$ cat src/rtl/ccip_mmio_csr_pkg.sv
// Shared types and helpers for the CCI-P MMIO CSR responder: c0/c2 channel
// subsets, MMIO length encodings, fixed CSR indices and the address decoder.
package ccip_mmio_csr_pkg;

  typedef enum logic [1:0] {
    MMIO_LEN_4B   = 2'd0,
    MMIO_LEN_8B   = 2'd1,
    MMIO_LEN_64B  = 2'd2,
    MMIO_LEN_RSVD = 2'd3
  } t_mmio_len;

  localparam int CSR_IDX_DFH      = 0;
  localparam int CSR_IDX_AFU_ID_L = 1;
  localparam int CSR_IDX_AFU_ID_H = 2;

  typedef struct packed {
    logic [15:0] address;
    logic [1:0]  length;
    logic [8:0]  tid;
  } t_ccip_c0_ReqMmioHdr;

  typedef struct packed {
    t_ccip_c0_ReqMmioHdr hdr;
    logic [63:0]         data;
    logic                mmioRdValid;
    logic                mmioWrValid;
  } t_if_ccip_c0_Rx;

  typedef struct packed {
    logic [8:0] tid;
  } t_ccip_c2_RspMmioHdr;

  typedef struct packed {
    t_ccip_c2_RspMmioHdr hdr;
    logic                mmioRdValid;
    logic [63:0]         data;
  } t_if_ccip_c2_Tx;

  // Returns {hit, idx[15:0]}; an address below base wraps to a large offset and misses.
  function automatic logic [16:0] csr_idx_of(input logic [15:0] address,
                                             input logic [15:0] base,
                                             input int unsigned num_csrs);
    logic [15:0] offset;
    logic [16:0] span;
    offset = address - base;
    span   = 17'(2 * num_csrs);
    return {({1'b0, offset} < span), 1'b0, offset[15:1]};
  endfunction

endpackage

$ cat src/rtl/ccip_mmio_rd_pipe.sv
// Two-stage MMIO read pipeline: S1 captures the request, S2 shapes the CSR
// word supplied by the parent for the S1 index and drives Tx c2.
module ccip_mmio_rd_pipe
  import ccip_mmio_csr_pkg::*;
#(
  parameter int IDX_W = 4
) (
  input  logic             clk,
  input  logic             reset_n,
  input  logic             rd_valid_i,
  input  logic [8:0]       tid_i,
  input  logic             hit_i,
  input  logic [IDX_W-1:0] idx_i,
  input  logic [1:0]       len_i,
  input  logic             addr0_i,
  output logic [IDX_W-1:0] s1_idx_o,
  input  logic [63:0]      s1_csr_data_i,
  output t_if_ccip_c2_Tx   tx_o
);

  logic             s1_valid_q;
  logic [8:0]       s1_tid_q;
  logic             s1_hit_q;
  logic [IDX_W-1:0] s1_idx_q;
  logic [1:0]       s1_len_q;
  logic             s1_addr0_q;
  logic [63:0]      rsp_data_d;
  t_if_ccip_c2_Tx   tx_d;
  t_if_ccip_c2_Tx   tx_q;

  always_ff @(posedge clk or negedge reset_n) begin
    if (!reset_n) begin
      s1_valid_q <= 1'b0;
      s1_tid_q   <= '0;
      s1_hit_q   <= 1'b0;
      s1_idx_q   <= '0;
      s1_len_q   <= '0;
      s1_addr0_q <= 1'b0;
      tx_q       <= '0;
    end else begin
      s1_valid_q <= rd_valid_i;
      s1_tid_q   <= tid_i;
      s1_hit_q   <= hit_i;
      s1_idx_q   <= idx_i;
      s1_len_q   <= len_i;
      s1_addr0_q <= addr0_i;
      tx_q       <= tx_d;
    end
  end

  // Misses, 64B reads and misaligned 8B reads still answer, with zero data.
  always_comb begin
    rsp_data_d = '0;
    if (s1_hit_q) begin
      if (s1_len_q == MMIO_LEN_8B && !s1_addr0_q)
        rsp_data_d = s1_csr_data_i;
      else if (s1_len_q == MMIO_LEN_4B)
        rsp_data_d = {32'h0, (s1_addr0_q ? s1_csr_data_i[63:32] : s1_csr_data_i[31:0])};
    end
  end

  always_comb begin
    tx_d = '0;
    if (s1_valid_q) begin
      tx_d.mmioRdValid = 1'b1;
      tx_d.hdr.tid     = s1_tid_q;
      tx_d.data        = rsp_data_d;
    end
  end

  assign s1_idx_o = s1_idx_q;
  assign tx_o     = tx_q;

endmodule

$ cat src/rtl/ccip_mmio_csr_responder.sv
// AFU-side MMIO responder: write decode, 64-bit CSR file and read pipeline.
// Define CCIP_MMIO_RESPONDER_STATS_EN to turn the top two CSRs into read/write counters.
module ccip_mmio_csr_responder
  import ccip_mmio_csr_pkg::*;
#(
  parameter int            NUM_CSRS     = 16,
  parameter logic [15:0]   BASE_DW_ADDR = 16'h0000,
  parameter logic [63:0]   AFU_DFH      = 64'h1000_0000_0000_0000,
  parameter logic [127:0]  AFU_ID       = 128'h0
) (
  input  logic                         clk,
  input  logic                         reset_n,
  input  t_if_ccip_c0_Rx               cp2af_sRxC0,
  output t_if_ccip_c2_Tx               af2cp_sTxC2,
  output logic [NUM_CSRS-1:0][63:0]    csr_q,
  output logic [NUM_CSRS-1:0]          csr_wr_stb
);

  localparam int IDX_W = $clog2(NUM_CSRS);

  logic [16:0]                 dec;
  logic                        hit;
  logic [IDX_W-1:0]            idx;
  logic                        wr_en;
  logic [NUM_CSRS-1:0][63:0]   csr_mem_q;
  logic [NUM_CSRS-1:0][63:0]   csr_view;
  logic [NUM_CSRS-1:0]         csr_wr_stb_q;
  logic [IDX_W-1:0]            s1_idx;
  logic [63:0]                 s1_csr_data;

  assign dec = csr_idx_of(cp2af_sRxC0.hdr.address, BASE_DW_ADDR, NUM_CSRS);
  assign idx = dec[IDX_W-1:0];
  // A hit always has a zero upper index; folding that in keeps the whole decode live.
  assign hit = dec[16] && (dec[15:IDX_W] == '0);

  always_comb begin
    wr_en = cp2af_sRxC0.mmioWrValid && hit && (idx > IDX_W'(CSR_IDX_AFU_ID_H)) &&
            ((cp2af_sRxC0.hdr.length == MMIO_LEN_4B) ||
             (cp2af_sRxC0.hdr.length == MMIO_LEN_8B && !cp2af_sRxC0.hdr.address[0]));
`ifdef CCIP_MMIO_RESPONDER_STATS_EN
    if (idx >= IDX_W'(NUM_CSRS - 2))
      wr_en = 1'b0;
`endif
  end

  always_ff @(posedge clk or negedge reset_n) begin
    if (!reset_n) begin
      csr_mem_q    <= '0;
      csr_wr_stb_q <= '0;
    end else begin
      csr_wr_stb_q <= '0;
      if (wr_en) begin
        csr_wr_stb_q[idx] <= 1'b1;
        if (cp2af_sRxC0.hdr.length == MMIO_LEN_4B) begin
          if (cp2af_sRxC0.hdr.address[0])
            csr_mem_q[idx][63:32] <= cp2af_sRxC0.data[31:0];
          else
            csr_mem_q[idx][31:0]  <= cp2af_sRxC0.data[31:0];
        end else begin
          csr_mem_q[idx] <= cp2af_sRxC0.data;
        end
      end
    end
  end

`ifdef CCIP_MMIO_RESPONDER_STATS_EN
  logic        rd_seen_q;
  logic        wr_seen_q;
  logic [63:0] rd_cnt_q;
  logic [63:0] wr_cnt_q;

  // Counting one cycle late means a read of the read counter excludes itself.
  always_ff @(posedge clk or negedge reset_n) begin
    if (!reset_n) begin
      rd_seen_q <= 1'b0;
      wr_seen_q <= 1'b0;
      rd_cnt_q  <= '0;
      wr_cnt_q  <= '0;
    end else begin
      rd_seen_q <= cp2af_sRxC0.mmioRdValid;
      wr_seen_q <= cp2af_sRxC0.mmioWrValid;
      if (rd_seen_q) rd_cnt_q <= rd_cnt_q + 64'd1;
      if (wr_seen_q) wr_cnt_q <= wr_cnt_q + 64'd1;
    end
  end

  always_comb begin
    csr_view               = csr_mem_q;
    csr_view[NUM_CSRS-2]   = rd_cnt_q;
    csr_view[NUM_CSRS-1]   = wr_cnt_q;
  end
`else
  always_comb begin
    csr_view = csr_mem_q;
  end
`endif

  always_comb begin
    if (s1_idx == IDX_W'(CSR_IDX_DFH))
      s1_csr_data = AFU_DFH;
    else if (s1_idx == IDX_W'(CSR_IDX_AFU_ID_L))
      s1_csr_data = AFU_ID[63:0];
    else if (s1_idx == IDX_W'(CSR_IDX_AFU_ID_H))
      s1_csr_data = AFU_ID[127:64];
    else
      s1_csr_data = csr_view[s1_idx];
  end

  ccip_mmio_rd_pipe #(
    .IDX_W (IDX_W)
  ) u_rd_pipe (
    .clk           (clk),
    .reset_n       (reset_n),
    .rd_valid_i    (cp2af_sRxC0.mmioRdValid),
    .tid_i         (cp2af_sRxC0.hdr.tid),
    .hit_i         (hit),
    .idx_i         (idx),
    .len_i         (cp2af_sRxC0.hdr.length),
    .addr0_i       (cp2af_sRxC0.hdr.address[0]),
    .s1_idx_o      (s1_idx),
    .s1_csr_data_i (s1_csr_data),
    .tx_o          (af2cp_sTxC2)
  );

  assign csr_q      = csr_view;
  assign csr_wr_stb = csr_wr_stb_q;

endmodule

$ cat config.mk
export PLATFORM = sky130hd
export DESIGN_NAME = ccip_mmio_csr_responder
export DESIGN_NICKNAME = d
export VERILOG_FILES = /design/src/rtl/ccip_mmio_csr_pkg.sv /design/src/rtl/ccip_mmio_rd_pipe.sv /design/src/rtl/ccip_mmio_csr_responder.sv
export SDC_FILE = /design/constraint.sdc
export NUM_CORES = 2
export LEC_CHECK = 0
export ABC_CLOCK_PERIOD_IN_PS = 3400
export CELL_PAD_IN_SITES_DETAIL_PLACEMENT = 0
export CELL_PAD_IN_SITES_GLOBAL_PLACEMENT = 1
export CORE_AREA = 2 2 467 469
export DETAILED_ROUTE_END_ITERATION = 10
export DIE_AREA = 0 0 469 471
export HOLD_SLACK_MARGIN = 0.05
export PLACE_DENSITY = 0.63
export SYNTH_ARGS = -nofsm -noshare
export SYNTH_HDL_FRONTEND = slang
export SYNTH_SLANG_ARGS = --single-unit
export TNS_END_PERCENT = 30
$ cat constraint.sdc
create_clock -name clk -period 3.4 [get_ports clk]
set_clock_uncertainty 0.05 [all_clocks]
set_input_delay 0.68 -clock clk [delete_from_list [all_inputs] [get_ports clk]]
set_output_delay 0.68 -clock clk [all_outputs]
set_load 0.01 [all_outputs]
==> impl_metrics.ini <==
[outcome]
outcome = finished, final reports clean

[drt]
postRouteWirelength_um = 258000
vias_per_cell = 4.65
first_iter_violations = 3107
wire_per_inst_um = 32.4
drtPass1Iterations = 8
ant_nets = 0
vias = 37035
drc = 0

[logic_synthesis]
synth_edf_count = 0
ys_seq_elements = 1132
synth.most_common_cell = dfrtp_1
synth.distinct_cells = 54
synth-main-ff-cell = dfrtp_1
ys_seq_area_share_pct = 59.2
syn_area_sq_um = 47900
ys_warn_count = 0
synth_top_area_share_pct = 59.2
synthCells = 3870
yosys.area.top_type = dfrtp_1
synth.avg_cell_area_sq_um = 12.4
ys_async_sr_fraction_pct = 100
synth_area_leaders = dfrtp_1 (59%), mux2_2 (8.7%), mux2i_1 (7.8%)
yosys-top-cells-count = dfrtp_1 (1,132), mux2i_1 (373), mux2_2 (368)

[global_routing]
grt_pass1_vias = 37918
antenna_found_initial = 29
grt_pass1_wl_um = 345000
overflow = 0
grt_usage_pct = 22.7
grt_max_degree = 88

[worst_setup_path]
slowest_stage = a21boi_0
path_delay_family = compound AO/OA/AOI/OAI gates
path_buf_inv = 2
crit_path_end_kind = flip-flop
required_ns = 3.99
r2r-start = u_rd_pipe.s1_idx_o[1]
cp_max_fo = 56
crit-reg2reg-capture = u_rd_pipe.tx_o[28]
startpoint_type = flip-flop
slowest_delay_ns = 0.68
critical_path_class = flip-flop to flip-flop
crit_chain = buf_12 > buf_4 > mux2i_1 > a22oi_1 > a21boi_0 > o32ai_1
reg2regPathDepth = 6
rrSetupSlack_ns = 0.17
cp.arrival_ns = 3.82

[layout]
layout.nets = 5090
fillers = 21794
multiInputGateArea_sq_um = 17400
finalInstanceArea_sq_um = 69300
layout-drive-gt1-share_pct = 21.7
regArea_sq_um = 28300
area_delta_synth_final_pct = 44.8

[timing]
period_share_pct = 95.0
hold_viol = 0
rsz0062_at_grt = no
fmax_mhz = 309
worst_slack_ns = 0.168
slew_viol_final = 0
final-setup-viol-count = 0
period_needed_ns = 3.23
maxSlewHeadroom_pct = 5.45
worst_pin_slew_ns = 1.42
hold_ws_ns = 0.265

[power_and_ir_drop]
seqPwrFrac_pct = 43.3
internal-power_uw = 23300
clkPwrFrac_pct = 49.8
swShare_pct = 25.4
p_comb_share_pct = 6.9
ir_drop_v = 0.000535
p_sw_uw = 7920
leakage_uw = 0.0311
power_density_nw_per_um2 = 451

[placed_design]
place_area_sq_um = 64500
hpwl_um = 196000
place_congestion = 0.888
dpl_worst_slack_ns = -0.00591
port_buffers = 1208

[die]
die_y_um = 471
start_util_pct = 22.2
io_pins = 1209
dieArea_sq_um = 221000
die_width_um = 469
core_area_sq_um = 216000
std_cell_rows = 171

[clock_tree]
hold_buffers = 1
clockRootBuffer = clkbuf_16
cts_resized = 0
cts.sinks = 1132
cts_tree = yes
postCtsSetupBuffers = 0
worstSkewPairLatency_ns = 0.80
clk_pin_slew_ns = 0.06
cts_buffer_depth = 3
h-tree-depth = 4
numCtsBuffers = 140

[min_path]
hp-class = input port to flip-flop
min_delay_path_depth = 1
hold_start = cp2af_sRxC0[70]
holdPathEnd = u_rd_pipe.s1_tid_q[4]

[flow_run]
cap_violations = 0
==> final cells by class <==
type	count	share of cell area (%)
inverters	3	0.0162
diodes	12	0.0433
clock buffers	208	6.08
repair buffers	1505	21.9
multi-input cells	2213	25.1
well taps	2854	5.15
flip-flops and latches	1132	40.9
clock inverters	45	0.809
==> state kept, by name, summed over array words and instances, names as in the netlist <==
register	cells
csr_q	1024
csr_wr_stb	16
u_rd_pipe.s1_addr0_q	1
u_rd_pipe.s1_hit_q	1
u_rd_pipe.s1_idx_o	4
u_rd_pipe.s1_len_q	2
u_rd_pipe.s1_tid_q	9
u_rd_pipe.s1_valid_q	1
u_rd_pipe.tx_o	74
==> routing by layer <==
| layer | global-route usage (%) | vias up | wire, um |
|---|---|---|---|
| met4 | 6.58 | 6 | 7350 |
| met1 | 29.6 | 19261 | 110000 |
| met2 | 36.0 | 1576 | 119000 |
| li1 | - | 15924 | - |
| met3 | 7.09 | 268 | 21800 |
| met5 | 0 | - | 41 |
==> placed cells by master (no fill, tap or decap), types with 7 or more instances in the layout <==
| master | n |
|---|---|
| a21oi_2 | 68 |
| o32ai_1 | 32 |
| mux2_2 | 368 |
| and3_1 | 34 |
| mux4_2 | 36 |
| bufinv_16 | 7 |
| nand4_4 | 9 |
| diode_2 | 12 |
| a21boi_0 | 32 |
| buf_4 | 229 |
| nor2_1 | 143 |
| clkdlybuf4s50_1 | 1206 |
| a32oi_1 | 30 |
| mux2i_1 | 373 |
| a21oi_1 | 93 |
| nor3_1 | 7 |
| o21ai_0 | 169 |
| and2_1 | 10 |
| nor2b_1 | 33 |
| clkinv_2 | 17 |
| mux2_1 | 49 |
| nand2_1 | 358 |
| clkbuf_1 | 29 |
| dfrtp_1 | 1128 |
| buf_12 | 68 |
| clkbuf_16 | 146 |
| o21ai_2 | 62 |
| clkbuf_8 | 33 |
| a211oi_1 | 32 |
| o21ai_1 | 90 |
| a22oi_1 | 63 |
| a222oi_1 | 61 |
==> worst reg2reg max path, delay by kind of cell (launching register included) <==
| family | cells | cell delay, ns |
|---|---|---|
| AO/OA/AOI/OAI | 3 | 1.03 |
| multiplexers | 1 | 0.47 |
| flip-flops | 1 | 0.67 |
| buffers and inverters | 2 | 0.85 |
==> cells by family (layout without fill, tap and decap cells) <==
| kind of cell | after synthesis | in the layout | synth area share [%] |
|---|---|---|---|
| buf+inv | 527 | 1761 | 4.94 |
| other cells | 1 | 15 | 0.00783 |
| mux | 826 | 826 | 19.3 |
| simple gates | 643 | 643 | 6.05 |
| flops | 1132 | 1132 | 59.2 |
| compound gates | 741 | 741 | 10.5 |
==> power by group through the flow <==
| stage | logic (uW) | clock network [uW] | registers (uW) |
|---|---|---|---|
| 6_report | 2150 | 15500 | 13500 |
| 4_1_cts | 2170 | 16000 | 13500 |
| 3_5_place_dp | 2170 | 0 | 13800 |
| 3_3_place_gp | 2160 | 0 | 13800 |
| 2_1_floorplan | 687 | 0 | 13800 |
| 5_1_grt | 2260 | 16500 | 13500 |
==> how the worst max path moves through the flow <==
stage / startpoint / cells after the start / end
global placement: cp2af_sRxC0[91] / 6 / csr_q[240]
CTS: u_rd_pipe.s1_idx_o[1] / 6 / u_rd_pipe.tx_o[28]
finish: u_rd_pipe.s1_idx_o[1] / 6 / u_rd_pipe.tx_o[28]
floorplan: cp2af_sRxC0[92] / 7 / csr_q[194]
global route: u_rd_pipe.s1_idx_o[1] / 6 / u_rd_pipe.tx_o[28]
detailed placement: cp2af_sRxC0[91] / 8 / csr_q[887]
==> stage by stage <==
step,std cells,total power [uW],setup TNS [ns],utilization [%]
final,7972,31200,0,32.1
after global routing,7965,32300,0,32.1
after CTS,7960,31700,0,32.1
after detailed placement,7706,15900,-0.0101,29.8
after global placement,7706,15900,0,29.8
after floorplan,3872,14400,0,-
(Power assumes the default switching activity.)
